===== src/rtl/seg_disp_pkg.sv =====
// Shared constants, slot encodings and digit record for the multiplexed
// 7-segment display controller.
package seg_disp_pkg;

    localparam int DIGITS = 6;
    localparam int CNT_W  = 10;

    localparam logic [5:0] SEL_OFF = 6'h00;

    typedef enum logic [2:0] {
        SLOT0 = 3'd0,
        SLOT1 = 3'd1,
        SLOT2 = 3'd2,
        SLOT3 = 3'd3,
        SLOT4 = 3'd4,
        SLOT5 = 3'd5
    } slot_e;

    typedef struct packed {
        logic [3:0] nib;
        logic       dp;
    } digit_t;

    // Slot 0 is the leftmost digit, driven on the MSB of the select bus.
    function automatic logic [5:0] slot_to_sel(input slot_e k);
        return 6'h20 >> k;
    endfunction

endpackage


===== src/rtl/seg_scan_timer.sv =====
// Scan prescaler and digit slot FSM: each slot lasts 2**CNT_W clocks,
// slots run SLOT0..SLOT5 and wrap.
module seg_scan_timer #(
    parameter int CNT_W = seg_disp_pkg::CNT_W
) (
    input  logic                clk_i,
    input  logic                rst_ni,
    output seg_disp_pkg::slot_e slot_o,
    output logic [CNT_W-1:0]    cnt_o,
    output logic                tc_o,
    output logic                frame_end_o
);
    import seg_disp_pkg::*;

    slot_e            slot_q, slot_d;
    logic [CNT_W-1:0] cnt_q, cnt_d;

    assign cnt_d = cnt_q + 1'b1;

    always_ff @(posedge clk_i or negedge rst_ni) begin
        if (!rst_ni) begin
            cnt_q  <= '0;
            slot_q <= SLOT0;
        end else begin
            cnt_q  <= cnt_d;
            slot_q <= slot_d;
        end
    end

    always_comb begin
        slot_d = slot_q;
        if (tc_o) begin
            unique case (slot_q)
                SLOT0:   slot_d = SLOT1;
                SLOT1:   slot_d = SLOT2;
                SLOT2:   slot_d = SLOT3;
                SLOT3:   slot_d = SLOT4;
                SLOT4:   slot_d = SLOT5;
                SLOT5:   slot_d = SLOT0;
                default: slot_d = SLOT0;
            endcase
        end
    end

    assign tc_o        = &cnt_q;
    assign frame_end_o = tc_o && (slot_q == SLOT5);
    assign slot_o      = slot_q;
    assign cnt_o       = cnt_q;

endmodule


===== src/rtl/seg_display_ctrl.sv =====
// Multiplexed 6-digit 7-segment controller: shadow/active digit buffers,
// frame-aligned commit, leading-zero blanking, PWM brightness, registered outputs.
module seg_display_ctrl #(
    parameter int DIGITS = seg_disp_pkg::DIGITS,
    parameter int CNT_W  = seg_disp_pkg::CNT_W
) (
    input  logic              clk_i,
    input  logic              rst_ni,
    input  logic              wr_en_i,
    input  logic [2:0]        wr_addr_i,
    input  logic [3:0]        wr_data_i,
    input  logic              wr_dp_i,
    input  logic              wr_commit_i,
    output logic              wr_ready_o,
    input  logic              blank_lz_i,
    input  logic [3:0]        bright_i,
    output logic [3:0]        d_o,
    output logic              dp_o,
    output logic [DIGITS-1:0] seg_sel_o,
    output logic              frame_done_o
);
    import seg_disp_pkg::*;

    slot_e            slot;
    logic [CNT_W-1:0] cnt;
    logic             tc;
    logic             frame_end;

    seg_scan_timer #(
        .CNT_W (CNT_W)
    ) u_scan_timer (
        .clk_i       (clk_i),
        .rst_ni      (rst_ni),
        .slot_o      (slot),
        .cnt_o       (cnt),
        .tc_o        (tc),
        .frame_end_o (frame_end)
    );

    digit_t shadow_q [DIGITS];
    digit_t shadow_d [DIGITS];
    digit_t active_q [DIGITS];
    digit_t active_d [DIGITS];
    logic   pending_q, pending_d;
    logic   commit_now;

    assign commit_now = pending_q && tc && (slot == SLOT5);

    always_comb begin
        shadow_d  = shadow_q;
        active_d  = active_q;
        pending_d = pending_q;
        for (int i = 0; i < DIGITS; i++) begin
            if (wr_en_i && !pending_q && (wr_addr_i == 3'(i))) begin
                shadow_d[i] = {wr_data_i, wr_dp_i};
            end
        end
        if (wr_commit_i && !pending_q) begin
            pending_d = 1'b1;
        end
        // Active buffer only ever changes on the frame boundary, so a frame never tears.
        if (commit_now) begin
            active_d  = shadow_q;
            pending_d = 1'b0;
        end
    end

    // Compare the full counter against {bright, all-ones}: same as top nibble <= bright.
    logic [CNT_W-1:0] bright_lim;

    always_comb begin
        bright_lim = '1;
        for (int j = 0; j < 4; j++) begin
            bright_lim[CNT_W-4+j] = bright_i[j];
        end
    end

    logic [3:0]        d_d, d_q;
    logic              dp_d, dp_q;
    logic [DIGITS-1:0] sel_d, sel_q;
    logic              fd_q;
    logic              blank;
    logic              lead_zero;

    // A zero digit carrying a dp stays blank itself but stops blanking to its right.
    always_comb begin
        d_d       = 4'h0;
        dp_d      = 1'b0;
        blank     = 1'b0;
        lead_zero = blank_lz_i;
        for (int i = 0; i < DIGITS; i++) begin
            if (slot == slot_e'(3'(i))) begin
                d_d   = active_q[i].nib;
                dp_d  = active_q[i].dp;
                blank = lead_zero && (active_q[i].nib == 4'h0) && (i != DIGITS - 1);
            end
            lead_zero = lead_zero && (active_q[i].nib == 4'h0) && !active_q[i].dp;
        end
        sel_d = (blank || (cnt > bright_lim)) ? SEL_OFF : slot_to_sel(slot);
    end

    always_ff @(posedge clk_i or negedge rst_ni) begin
        if (!rst_ni) begin
            shadow_q  <= '{default: '0};
            active_q  <= '{default: '0};
            pending_q <= 1'b0;
            d_q       <= 4'h0;
            dp_q      <= 1'b0;
            sel_q     <= SEL_OFF;
            fd_q      <= 1'b0;
        end else begin
            shadow_q  <= shadow_d;
            active_q  <= active_d;
            pending_q <= pending_d;
            d_q       <= d_d;
            dp_q      <= dp_d;
            sel_q     <= sel_d;
            fd_q      <= frame_end;
        end
    end

    assign wr_ready_o   = !pending_q;
    assign d_o          = d_q;
    assign dp_o         = dp_q;
    assign seg_sel_o    = sel_q;
    assign frame_done_o = fd_q;

endmodule


===== config.mk =====
export PLATFORM = sky130hd
export DESIGN_NAME = seg_display_ctrl
export DESIGN_NICKNAME = d
export VERILOG_FILES = /design/src/rtl/seg_disp_pkg.sv /design/src/rtl/seg_scan_timer.sv /design/src/rtl/seg_display_ctrl.sv
export SDC_FILE = /design/constraint.sdc
export NUM_CORES = 1
export LEC_CHECK = 0
export ABC_AREA = 1
export CAP_MARGIN = 20
export CELL_PAD_IN_SITES_DETAIL_PLACEMENT = 2
export CELL_PAD_IN_SITES_GLOBAL_PLACEMENT = 2
export CORE_MARGIN = 3
export CORE_UTILIZATION = 38
export DETAILED_ROUTE_END_ITERATION = 16
export HOLD_SLACK_MARGIN = 0.03
export PLACE_DENSITY_LB_ADDON = 0.1
export RECOVER_POWER = 100
export SLEW_MARGIN = 5
export SYNTH_ARGS = -nofsm -noshare
export SYNTH_HDL_FRONTEND = slang
export SYNTH_SLANG_ARGS = --single-unit
export TNS_END_PERCENT = 30

===== constraint.sdc =====
create_clock -name clk_i -period 4 [get_ports clk_i]
set_clock_uncertainty 0.1 [all_clocks]
set_input_delay 0.4 -clock clk_i [delete_from_list [all_inputs] [get_ports clk_i]]
set_output_delay 0.4 -clock clk_i [all_outputs]
set_load 0.01 [all_outputs]

==> impl_metrics.toml <==
[run_status]
outcome = "completed"

[floorplanning]
core_sq_um = 9280
pin_count = 30
die_x_microns = 104
die_h_microns = 104
row_count = 35
die-area_sq_um = 10800
initial_core_util_pct = 39.3

[cells_and_area]
finalNetCount = 469
fill_cells = 1041
final_util_pct = 45.4
final_cell_mix = "nand2_1, dfrtp_1, o21ai_0"
syn2layout_area_growth_pct = 15.5
finalNonFillerCells = 581
finalInstanceArea_sq_um = 4220
drive_above_1_share_pct = 5.75
regArea_sq_um = 2150
multiInputGateArea_sq_um = 1300
diodes = 0
final_common_cell = "nand2_1"

[sta]
fmax_mhz = 353
relSlewSlack_pct = 3.97
setup_viol = 0
setup_tns_ns = 0
fin_crit_sh_pct = 70.8
worstMarginPinSlew_ns = 1.44
hold_violations = 0
period_minus_slack_ns = 2.83
finalMaxSlewViolations = 0
rsz0062_at_grt = "no"

[synth]
synth.area.top_cells = "dfrtp_1, nand2_1, o21ai_0"
yosysSeqAreaShare_pct = 58.9
synth.net_count = 433
yosysWarnings = 0
yosysTopAreaCellShare_pct = 58.9
yosysTopAreaCell = "dfrtp_1"
syn_avg_cell_area_sq_um = 8.88
synth.distinct_cells = 20
syn_area_sq_um = 3650
ys_seq_elements = 86
syn_inst = 411

[routing]
wl_per_cell_microns = 16.3
vias = 2842
drcViolationCount = 0
antenna_left = 0
wl_microns = 9470
drt_pre_antenna_iters = 4
avgViaCountPerCell = 4.89
drtIter0Drc = 90

[global_routing]
grtUsageMet2_pct = 30.1
grt_pass1_vias = 3156
grt_max_degree = 58
grt_pass1_wl_microns = 16700
overflow = 0
antenna_found_initial = 0
grt_usage_pct = 19.3
grt.busiest_layer = "met2"
use_met1_pct = 26.7
use_met3_pct = 3.23

[placed_design]
dpl_cell_area_sq_um = 4040
dp_hpwl_microns = 7050
place_inst = 564
routabilityCongestion = 0.754
portBuffers = 29

[pwr]
power.density_nw_per_um2 = 359
p_leak_nw = 2.19
vdd_ir_drop_max_mv = 0.125
power_mw = 1.51

[clocking]
htree_levels = 3
cts_buffers = 9
cts_resized = 0
clockBufferDepth = 2
insertion_delay_ns = 0.36
cts_sinks = 86
cts_tree = "built"
clk_pin_slew_worst_paths_ns = 0.09
cts-root-buf = "clkbuf_8"

[setup_path]
cp_max_fo = 32
endpoint_kind = "flop"
crit_type = "reg2reg"
critPathArrivalTime_ns = 3.03
crit_required_ns = 4.19
start_kind = "flop"

[hold_path]
hold_path_class = "reg2reg"

[job]
maxCapViolations = 0
==> registers in the layout (all words and copies together), names as in the netlist <==
name                 cells
seg_sel_o                6
frame_done_o             1
pending_q                1
active_q                30
d_o                      4
shadow_q                30
dp_o                     1
u_scan_timer.slot_o      3
u_scan_timer.cnt_o      10
==> Yosys cell counts (all sizes together) <==
cell type and count:
xor2 8, nand3b 1, ha 5, a21oi 10
nor2 37, nand4 6, nand2 162, inv 30
buf 6, nand3 17, nor3 3, o21ai 40
dfrtp 86
==> per-layer routing <==
metal	vias up	wire [microns]
met4	0	249
met3	18	232
met1	1408	4640
met2	46	4340
li1	1370	-
met5	-	0
==> cells by family after synthesis <==
| kind of cell | share of synthesized area, % |
|---|---|
| buffers and inverters | 5.04 |
| xor gates and xnor gates | 1.92 |
| AOI/OAI and AO/OA | 6.85 |
| and+or+nand+nor | 25.5 |
| adders and majority gates | 1.71 |
| DFF | 58.9 |
==> through the flow <==
| step | hold WS [ns] | setup WS, ns |
|---|---|---|
| after CTS | 0.368 | 1.22 |
| after global placement | 0.337 | 1.35 |
| final | 0.361 | 1.17 |
| after floorplan | 0.00441 | 2.38 |
| after global routing | 0.390 | 0.751 |
| after detailed placement | 0.354 | 1.26 |
==> power breakdown <==
group	internal (mW)	switching, mW	leakage [nW]	total (mW)
clock network	0.246	0.329	0.0924	0.575
logic	0.0210	0.0344	0.926	0.0554
registers	0.876	0.00529	1.18	0.882
total	1.14	0.369	2.19	1.51
==> timing repair <==
action,4_1_cts,5_1_grt
buffers inserted,0,0
hold buffers,1,0
endpoints found under the hold margin,44,0
==> path summary, 6_finish.rpt <==
kind                                            startpoint                               to  slack (ns)  cells past startpoint
min reg2reg                u_scan_timer.cnt_o[0]$_DFF_PN0_  u_scan_timer.cnt_o[0]$_DFF_PN0_        0.36                      1
max reg2reg                u_scan_timer.cnt_o[0]$_DFF_PN0_         active_q[26]$_DFFE_PN0P_        1.17                      9
min                        u_scan_timer.cnt_o[0]$_DFF_PN0_  u_scan_timer.cnt_o[0]$_DFF_PN0_        0.36                      1
min in group asynchronous                           rst_ni           seg_sel_o[0]$_DFF_PN0_        0.82                      2
max in group asynchronous                           rst_ni         active_q[17]$_DFFE_PN0P_        1.85                      3
max                        u_scan_timer.cnt_o[0]$_DFF_PN0_         active_q[26]$_DFFE_PN0P_        1.17                      9
==> critical path, stage by stage (launching register included) <==
cell and delay (ns):
dfrtp_1 0.38, ha_1 0.19, nand2_1 0.07, nor2_1 0.21, nand2_1 0.19, nor2_4 0.22, nand3_2 0.53, inv_2 0.61
nand2_1 0.15, nand2_1 0.10
==> layout make-up <==
type	count	area share (%)
clock buffer	10	3.26
clock inverter	6	1.13
sequential	86	51.0
multi-input combinational	289	30.9
timing repair buffer	31	7.18
inverter	30	2.67
tap	129	3.83
(Power assumes the default switching activity.)
